<file path="src/rtl/cmp_share_arbiter.sv">
`default_nettype none
// ============================================================================
// Module   : cmp_share_arbiter
// Purpose  : Round-robin sequencer that time-shares one external 8-bit
//            inequality comparator among NREQ requesters. One compare is
//            accepted at a time (IDLE), the registered operands drive the
//            comparator for a full cycle (CMP), and the captured not-equal
//            result is returned with the requester index as a one-cycle
//            pulse (RSP).
// Ports    : clk, rst_n                 clock, async active-low reset
//            req_valid/req_ready        per-requester handshake (ready one-hot)
//            req_a/req_b                packed operands, 8 bits per requester
//            cmp_a/cmp_b/cmp_ne         shared comparator interface
//            rsp_valid/rsp_ne/rsp_id    response pulse
//            busy                       high whenever not IDLE
//            stat_total/stat_ne         only when CMP_STATS_EN is defined
// Options  : CMP_STATS_EN adds 16-bit wrapping compare/mismatch counters.
// Revision : 1.0  initial release
// ============================================================================
module cmp_share_arbiter #(
    parameter int NREQ = 4
) (
    input  logic                clk,
    input  logic                rst_n,
    input  logic [NREQ-1:0]     req_valid,
    input  logic [8*NREQ-1:0]   req_a,
    input  logic [8*NREQ-1:0]   req_b,
    output logic [NREQ-1:0]     req_ready,
    output logic [7:0]          cmp_a,
    output logic [7:0]          cmp_b,
    input  logic                cmp_ne,
    output logic                rsp_valid,
    output logic                rsp_ne,
    output logic [2:0]          rsp_id,
    output logic                busy
`ifdef CMP_STATS_EN
    ,
    output logic [15:0]         stat_total,
    output logic [15:0]         stat_ne
`endif
);

    typedef enum logic [1:0] {
        S_IDLE = 2'd0,
        S_CMP  = 2'd1,
        S_RSP  = 2'd2
    } state_t;

    state_t      state_q, state_d;
    logic [2:0]  ptr_q,   ptr_d;
    logic [2:0]  id_q,    id_d;
    logic [7:0]  cmp_a_q, cmp_a_d;
    logic [7:0]  cmp_b_q, cmp_b_d;
    logic        rsp_ne_q, rsp_ne_d;

    // Inputs widened to the 8-requester maximum so a 3-bit index always
    // fits the vector exactly, whatever NREQ is.
    logic [7:0]  valid_ext;
    logic [63:0] a_ext;
    logic [63:0] b_ext;

    logic        found;
    logic [2:0]  win;
    logic [3:0]  cand;
    logic        grant;

    assign valid_ext = 8'(req_valid);
    assign a_ext     = 64'(req_a);
    assign b_ext     = 64'(req_b);

    // Winner search starting at ptr and wrapping modulo NREQ. Depends only
    // on req_valid and ptr so the ready path never sees operand data.
    always_comb begin
        found = 1'b0;
        win   = 3'd0;
        cand  = 4'd0;
        for (int k = 0; k < NREQ; k++) begin
            cand = {1'b0, ptr_q} + 4'(k);
            if (cand >= 4'(NREQ)) begin
                cand = cand - 4'(NREQ);
            end
            if (!found && valid_ext[cand[2:0]]) begin
                found = 1'b1;
                win   = cand[2:0];
            end
        end
    end

    // Ready is gated by rst_n so no grant is visible while reset is held.
    assign grant = (state_q == S_IDLE) && found && rst_n;

    always_comb begin
        req_ready = '0;
        for (int i = 0; i < NREQ; i++) begin
            req_ready[i] = grant && (win == 3'(i));
        end
    end

    always_comb begin
        state_d  = state_q;
        ptr_d    = ptr_q;
        id_d     = id_q;
        cmp_a_d  = cmp_a_q;
        cmp_b_d  = cmp_b_q;
        rsp_ne_d = rsp_ne_q;
        case (state_q)
            S_IDLE: begin
                if (found) begin
                    cmp_a_d = a_ext[{win, 3'b000} +: 8];
                    cmp_b_d = b_ext[{win, 3'b000} +: 8];
                    id_d    = win;
                    ptr_d   = (win == 3'(NREQ - 1)) ? 3'd0 : win + 3'd1;
                    state_d = S_CMP;
                end
            end
            S_CMP: begin
                rsp_ne_d = cmp_ne;
                state_d  = S_RSP;
            end
            S_RSP: begin
                state_d = S_IDLE;
            end
            default: begin
                state_d = S_IDLE;
            end
        endcase
    end

    always_ff @(posedge clk or negedge rst_n) begin
        if (!rst_n) begin
            state_q  <= S_IDLE;
            ptr_q    <= 3'd0;
            id_q     <= 3'd0;
            cmp_a_q  <= 8'h00;
            cmp_b_q  <= 8'h00;
            rsp_ne_q <= 1'b0;
        end else begin
            state_q  <= state_d;
            ptr_q    <= ptr_d;
            id_q     <= id_d;
            cmp_a_q  <= cmp_a_d;
            cmp_b_q  <= cmp_b_d;
            rsp_ne_q <= rsp_ne_d;
        end
    end

    assign cmp_a     = cmp_a_q;
    assign cmp_b     = cmp_b_q;
    assign rsp_valid = (state_q == S_RSP);
    assign rsp_ne    = rsp_ne_q;
    assign rsp_id    = id_q;
    assign busy      = (state_q != S_IDLE);

`ifdef CMP_STATS_EN
    logic [15:0] stat_total_q, stat_total_d;
    logic [15:0] stat_ne_q,    stat_ne_d;

    // Counters wrap naturally at 16 bits.
    always_comb begin
        stat_total_d = stat_total_q;
        stat_ne_d    = stat_ne_q;
        if (state_q == S_RSP) begin
            stat_total_d = stat_total_q + 16'd1;
            if (rsp_ne_q) begin
                stat_ne_d = stat_ne_q + 16'd1;
            end
        end
    end

    always_ff @(posedge clk or negedge rst_n) begin
        if (!rst_n) begin
            stat_total_q <= 16'd0;
            stat_ne_q    <= 16'd0;
        end else begin
            stat_total_q <= stat_total_d;
            stat_ne_q    <= stat_ne_d;
        end
    end

    assign stat_total = stat_total_q;
    assign stat_ne    = stat_ne_q;
`endif

endmodule
`default_nettype wire

</file>
<file path="config.mk">
export PLATFORM = sky130hd
export DESIGN_NAME = cmp_share_arbiter
export DESIGN_NICKNAME = d
export VERILOG_FILES = /design/src/rtl/cmp_share_arbiter.sv
export SDC_FILE = /design/constraint.sdc
export NUM_CORES = 1
export LEC_CHECK = 0
export ABC_CLOCK_PERIOD_IN_PS = 2920
export BUFFER_PORTS_ARGS = -buffer_cell sky130_fd_sc_hd__buf_2
export CAP_MARGIN = 20
export CORE_ASPECT_RATIO = 2
export CORE_MARGIN = 3
export CORE_UTILIZATION = 39
export CTS_BUF_LIST = sky130_fd_sc_hd__clkbuf_8 sky130_fd_sc_hd__clkbuf_16
export DETAILED_ROUTE_END_ITERATION = 8
export PLACE_DENSITY_LB_ADDON = 0.1
export SKIP_LAST_GASP = 1
export SYNTH_ARGS = -nofsm -noshare
export SYNTH_HDL_FRONTEND = slang
export SYNTH_SLANG_ARGS = --single-unit
</file>
<file path="constraint.sdc">
create_clock -name clk -period 2.92 [get_ports clk]
set_input_delay 0.438 -clock clk [delete_from_list [all_inputs] [get_ports clk]]
set_output_delay 0.438 -clock clk [all_outputs]
set_load 0.01 [all_outputs]
</file>
==> results of run 1 <==
## power by group through the flow
| stage | clock [mW] | combinational (mW) | sequential (mW) |
|---|---|---|---|
| global route | 0.220 | 2.41 | 0.622 |
| finish | 0.195 | 2.20 | 0.601 |
| CTS | 0.205 | 2.24 | 0.603 |
| global placement | 0 | 2.21 | 0.604 |
| detailed placement | 0 | 2.22 | 0.604 |
| floorplan | 0 | 1.76 | 0.666 |
## metrics by stage
step | hold slack, ns | instances | instance area (sq um) | setup WS, ns | power [mW]
after floorplan | 0.142 | 158 | 1760 | 0.210 | 2.43
after global placement | 0.440 | 303 | 2260 | 0.313 | 2.81
after detailed placement | 0.447 | 303 | 2260 | 0.263 | 2.82
after CTS | 0.215 | 308 | 2310 | 0.0574 | 3.04
after global routing | 0.233 | 308 | 2320 | 0.00803 | 3.26
final | 0.207 | 308 | 2320 | 0.162 | 3.00
## sequential cells by signal (all words and copies together) (netlist names)
name     cells
cmp_a        8
cmp_b        8
ptr_q        3
rsp_id       3
rsp_ne       1
state_q      2
## cell families after synthesis
| group | Yosys count | synth area share (%) |
|---|---|---|
| simple gates | 40 | 11.4 |
| xor+xnor | 1 | 0.497 |
| fa+ha+maj | 2 | 1.42 |
| buf+inv | 16 | 7.45 |
| flops | 25 | 35.5 |
| compound gates | 36 | 20.2 |
| mux | 38 | 23.6 |
## repair_timing
item	4_1_cts	5_1_grt
cloned	0	0
buffers inserted	1	0
hold buffers	0	0
gates resized for setup	0	3
endpoints found under the setup margin	1	2
pin swaps	1	0
## worst max-delay path, stage by stage, from the launching register on
cell and delay, ns:
dfrtp_1 0.35, buf_4 0.20, mux2i_2 0.36, a21oi_1 0.11, o41ai_1 0.52, o22ai_4 0.16
nor3_1 0.20, buf_2 0.16
## worst paths after layout
check | from | to | cells past startpoint | slack [ns]
min in group clk | cmp_ne | rsp_ne | 2 | 0.42
max reg2reg | ptr_q[1] | cmp_a[2] | 9 | 0.37
max in group asynchronous | rst_n | state_q[0] | 2 | 2.47
min | rst_n | ptr_q[2] | 2 | 0.21
min reg2reg | state_q[1] | state_q[1] | 1 | 0.46
max | ptr_q[0] | req_ready[2] | 7 | 0.16
## final cells by class
class / count / area, sq um / area share, %
well taps: 54 / 67.6 / 2.92
flip-flops and latches: 25 / 626 / 27.0
inverters: 5 / 18.8 / 0.810
repair buffers: 103 / 533 / 23.0
multi-input cells: 117 / 1030 / 44.3
clock inverters: 1 / 3.75 / 0.162
clock buffers: 3 / 41.3 / 1.78
## per-layer routing
layer  part of all wire [%]  routed length (um)  GRT usage [%]
met1                     35                1630           21.3
met2                     58                2700           32.5
met3                    5.1                 238           1.33
met4                    1.5                  71           5.71
met5                      0                   0              0
## synth_stat cells (4+ instances only)
cell type,number
mux2i_1,33
dfrtp_1,25
nand2_1,19
o221ai_2,11
o21ai_0,5
o221ai_1,5
a21oi_1,4
buf_6,4
inv_1,4
nor2_1,4
nor2b_1,4
==> run metrics, run 1 <==
detailed placement HPWL 3740 um; cell chosen for the clock root clkbuf_8; required time at the endpoint of the critical path 2.48 ns; antenna violations before repair 0; CTS tree built; share of layout cells above drive strength 1 52.4%; number of instances in the synthesized netlist 158; diode count 0; maximum vdd drop 1140 uV; antenna violation net count after detailed routing 0; starting utilization of the core area 40.6%; area of the die 0.00541 sq mm; GRT Residual Overflow 0; Total Neg Setup Slack 0 ns; global placer's final weighted congestion 0.850; leakage power 1.22 nW; critical path class flip-flop to output pin; peak fanout along the critical path 10; portion of synthesized cell area occupied by the leading cell type 35.5%; most common cell after layout, fill and taps aside buf_2; ys flop type dfrtp_1; Routed Wire Length 4640 um; ratio of total power to cell area 1290 mW/mm^2; via count of the first global-routing pass 1509; sequential cell fraction of total power 20.1%; arrival time at the worst endpoint 2.32 ns; #FFs+latches synth 25; H-tree depth reported by CTS 1; wire length of the first global-routing pass 7240 um; Yosys Warn Count 0; final max-slew violation count 0; setup repair after global routing missed its margin false; count of flip-flops with a built-in enable after synthesis 0; Max Fclk 363 MHz; Async S/R FF share, synth 100%; cell type with the highest aggregate area in the netlist dfrtp_1; commonest cells after routing, fill and taps aside 96 x buf_2, 32 x mux2i_1, 25 x dfrtp_1; Int Power 1.61 mW; num rows 34; result of the run finished, final reports clean; Clock transition at path regs 0.08 ns; all-layer global routing usage 17.9%; type of the tightest min-delay check input pin to asynchronous set/reset pin; max-cap violation count 0; power share of the clock group 6.5%; unique cell type count in the Yosys netlist 41; maximum clock skew at final layout 0.00366 ns; source-to-sink clock delay at the later pin of the worst-skew pair 0.26 ns; launching element type of the critical path flip-flop; # nets final 328; sequential element share of the synthesized area 35.5%; WL/cell 15.1 um; Mapped Avg Cell Area 11.2 sq um; final critical-path share of the clock period 94.5%; clock tree sinks 25; Core Box Area 0.00434 sq mm; count of TritonRoute iterations in the first routing pass 4; capturing element type of the critical path output pin; Via Count 1595; Chip Width 53.5 um; area overhead of the layout relative to synthesis 31.4%; post-layout minimum cycle time 2.76 ns; mean number of vias per cell 5.18; Net Sw Frac 46.3%; final number of hold-violating endpoints 0; largest cells by area after synthesis dfrtp_1 35%, mux2i_1 19%, o221ai_2 9.4%; worst slew margin relative to its limit 65.0%; slew of the pin with the lowest slew margin 0.519 ns; synthesized net count 231; final core occ 53.4%; final setup violation count 0; final-layout fill cell count 438; PortBufs 96; Starting DRT DRC Count 14; portion of total power attributed to combinational logic 73.4%; number of buffers created by CTS 3; residual DRC count 0; I/O pin count 97; maximum number of pins on one net before global-route repair 26; Switch Pwr 1.39 mW; die extent in y 101 um; cell area after synthesis 0.00176 sq mm; number of buffers on the longest clock path 2
(Power assumes the default switching activity.)
==> run 2: changes to the inputs <==
- RECOVER_POWER: unset -> 50
==> run 2 against run 1 <==
  * Power down 0.59%
  * Cell area decreased by 0.81%
  * Clock power about the same
  * Utilization shrank 0.43 points
  * Global-route usage is the same
  * Die area stayed put
  * First-iteration DRC count is 14% higher
  * Routed wire length shrank 0.13%
  * Fmax about the same
  * Register-to-register slack barely moved
  * Critical path type unchanged
==> run metrics, run 2 (synthesized netlist as in run 1, its figures left out) <==
clock tree sinks 25; final setup violation count 0; maximum clock skew at final layout 0.00358 ns; num rows 34; portion of total power attributed to combinational logic 73.2%; post-layout minimum cycle time 2.76 ns; area of combinational cells with multiple inputs 0.00103 sq mm; final max-slew violation count 0; starting utilization of the core area 40.6%; # nets final 328; Net Sw Frac 46.6%; sequential cell area in the final layout 626 sq um; share of layout cells above drive strength 1 47.2%; global placer's final weighted congestion 0.850; critical path's top delay family compound AO/OA/AOI/OAI gates; maximum vdd drop 1130 uV; largest incremental delay on the critical path 0.52 ns; Switch Pwr 1.39 mW; H-tree depth reported by CTS 1; Routed Wire Length 4630 um; Clock transition at path regs 0.08 ns; mean number of vias per cell 5.17; antenna violation net count after detailed routing 0; power share of the clock group 6.5%; detailed placement HPWL 3740 um; area post-placement 0.00226 sq mm; most common cell after layout, fill and taps aside buf_2; worst slew margin relative to its limit 9.02%; CP startpoint ptr_q[0]; PortBufs 96; type of the tightest min-delay check input pin to flip-flop; worst setup slack for register-to-register paths 0.37 ns; total buffers and inverters traversed by the critical path 2; final core occ 52.9%; Max Fclk 363 MHz; number of buffers created by CTS 3; worst-path cell with the longest stage delay o41ai_1; GRT Residual Overflow 0; setup repair after global routing missed its margin false; launch instance of the worst register-to-register path ptr_q[1]; number of cells traversed by the worst register-to-register path 9; capturing element type of the critical path output pin; antenna violations before repair 0; wire length of the first global-routing pass 7240 um; arrival time at the worst endpoint 2.32 ns; via count of the first global-routing pass 1509; reg-to-reg endpoint cmp_a[0]; sequential cell fraction of total power 20.2%; residual DRC count 0; final critical-path share of the clock period 94.5%; leakage power 1.18 nW; WL/cell 15.0 um; number of buffers on the longest clock path 2; Starting DRT DRC Count 16; peak fanout along the critical path 10; commonest cells after routing, fill and taps aside 84 x buf_2, 32 x mux2i_1, 25 x dfrtp_1; post-route non-filler standard cell count 308; required time at the endpoint of the critical path 2.48 ns; DP Cell Count 303; launching element type of the critical path flip-flop; count of TritonRoute iterations in the first routing pass 4; Via Count 1591; die extent in y 101 um; cell chosen for the clock root clkbuf_8; area overhead of the layout relative to synthesis 30.3%; slew of the pin with the lowest slew margin 1.36 ns; max-cap violation count 0; logic depth of the worst path, buffers included 7; cell-by-cell trace of the critical path buf_4, mux2i_2, a21oi_1, o41ai_1, o22ai_4, nor3_1, buf_2; ratio of total power to cell area 1300 mW/mm^2; maximum number of pins on one net before global-route repair 26; final-layout fill cell count 445; diode count 0; Core Box Area 0.00434 sq mm; critical path class flip-flop to output pin; Int Power 1.59 mW; I/O pin count 97; area of the die 0.00541 sq mm; Total Neg Setup Slack 0 ns; CTS tree built; result of the run finished, final reports clean; final number of hold-violating endpoints 0; source-to-sink clock delay at the later pin of the worst-skew pair 0.26 ns; all-layer global routing usage 17.9%; capture point of the worst path req_ready[2]; Chip Width 53.5 um; post-route standard cell area excluding fillers 0.00230 sq mm
==> run 2: cell count changes in the layout (fill, tap and decap cells not counted) <==
cell,previous run,this run
buf_2,96,84
buf_4,7,6
clkbuf_1,0,13
==> run 2: final cells by class <==
| type | count | share of cell area (%) |
|---|---|---|
| clock buffer | 3 | 1.80 |
| clock inverter | 1 | 0.163 |
| inverter | 5 | 0.817 |
| multi-input combinational | 117 | 44.7 |
| sequential | 25 | 27.2 |
| tap | 54 | 2.94 |
| timing repair buffer | 103 | 22.4 |
==> run 2: repair_timing <==
action,4_1_cts,5_1_grt
buffers inserted,1,0
hold buffers,0,0
gates resized for setup,0,3
endpoints found under the setup margin,1,2
pin swaps,1,0
==> run 2: through the flow <==
stage / hold WS, ns / setup WS [ns] / total power [mW]
finish: 0.419 / 0.162 / 2.98
global route: 0.422 / 0.00803 / 3.24
floorplan: 0.142 / 0.210 / 2.43
detailed placement: 0.447 / 0.263 / 2.82
global placement: 0.440 / 0.313 / 2.81
CTS: 0.215 / 0.0574 / 3.04
==> run 2: per-layer routing <==
layer / GRT usage, % / up-vias / share of wire (%)
met5: 0 / - / 0
met4: 5.71 / 0 / 1.5
met3: 1.33 / 6 / 4.9
li1: - / 784 / -
met2: 32.5 / 55 / 58
met1: 21.3 / 746 / 35
==> run 2: worst register-to-register path, cell delays in order, from the launching register on <==
cell and delay [ns]:
dfrtp_1 0.36, inv_2 0.06, ha_2 0.38, mux4_2 0.31, nand2_2 0.14, o41ai_1 0.13
o22ai_4 0.23, buf_4 0.40, mux2i_1 0.30, o221ai_2 0.12
==> run 2: worst min path at each step <==
| stage | from | end | slack, ns | depth (start not counted) |
|---|---|---|---|---|
| finish | cmp_ne | rsp_ne | 0.42 | 2 |
| detailed placement | state_q[1] | state_q[1] | 0.45 | 1 |
| global placement | state_q[1] | state_q[1] | 0.44 | 1 |
| global route | cmp_ne | rsp_ne | 0.42 | 2 |
| CTS | rst_n | ptr_q[2] | 0.22 | 2 |
| floorplan | rst_n | cmp_a[0] | 0.14 | 0 |
==> run 2: power by group through the flow <==
stage                     Combinational [mW]  Sequential [mW]  Clock (mW)
after CTS                               2.24            0.603       0.205
after global routing                    2.39            0.623       0.220
final                                   2.18            0.603       0.195
after floorplan                         1.76            0.666           0
after global placement                  2.21            0.604           0
after detailed placement                2.22            0.604           0
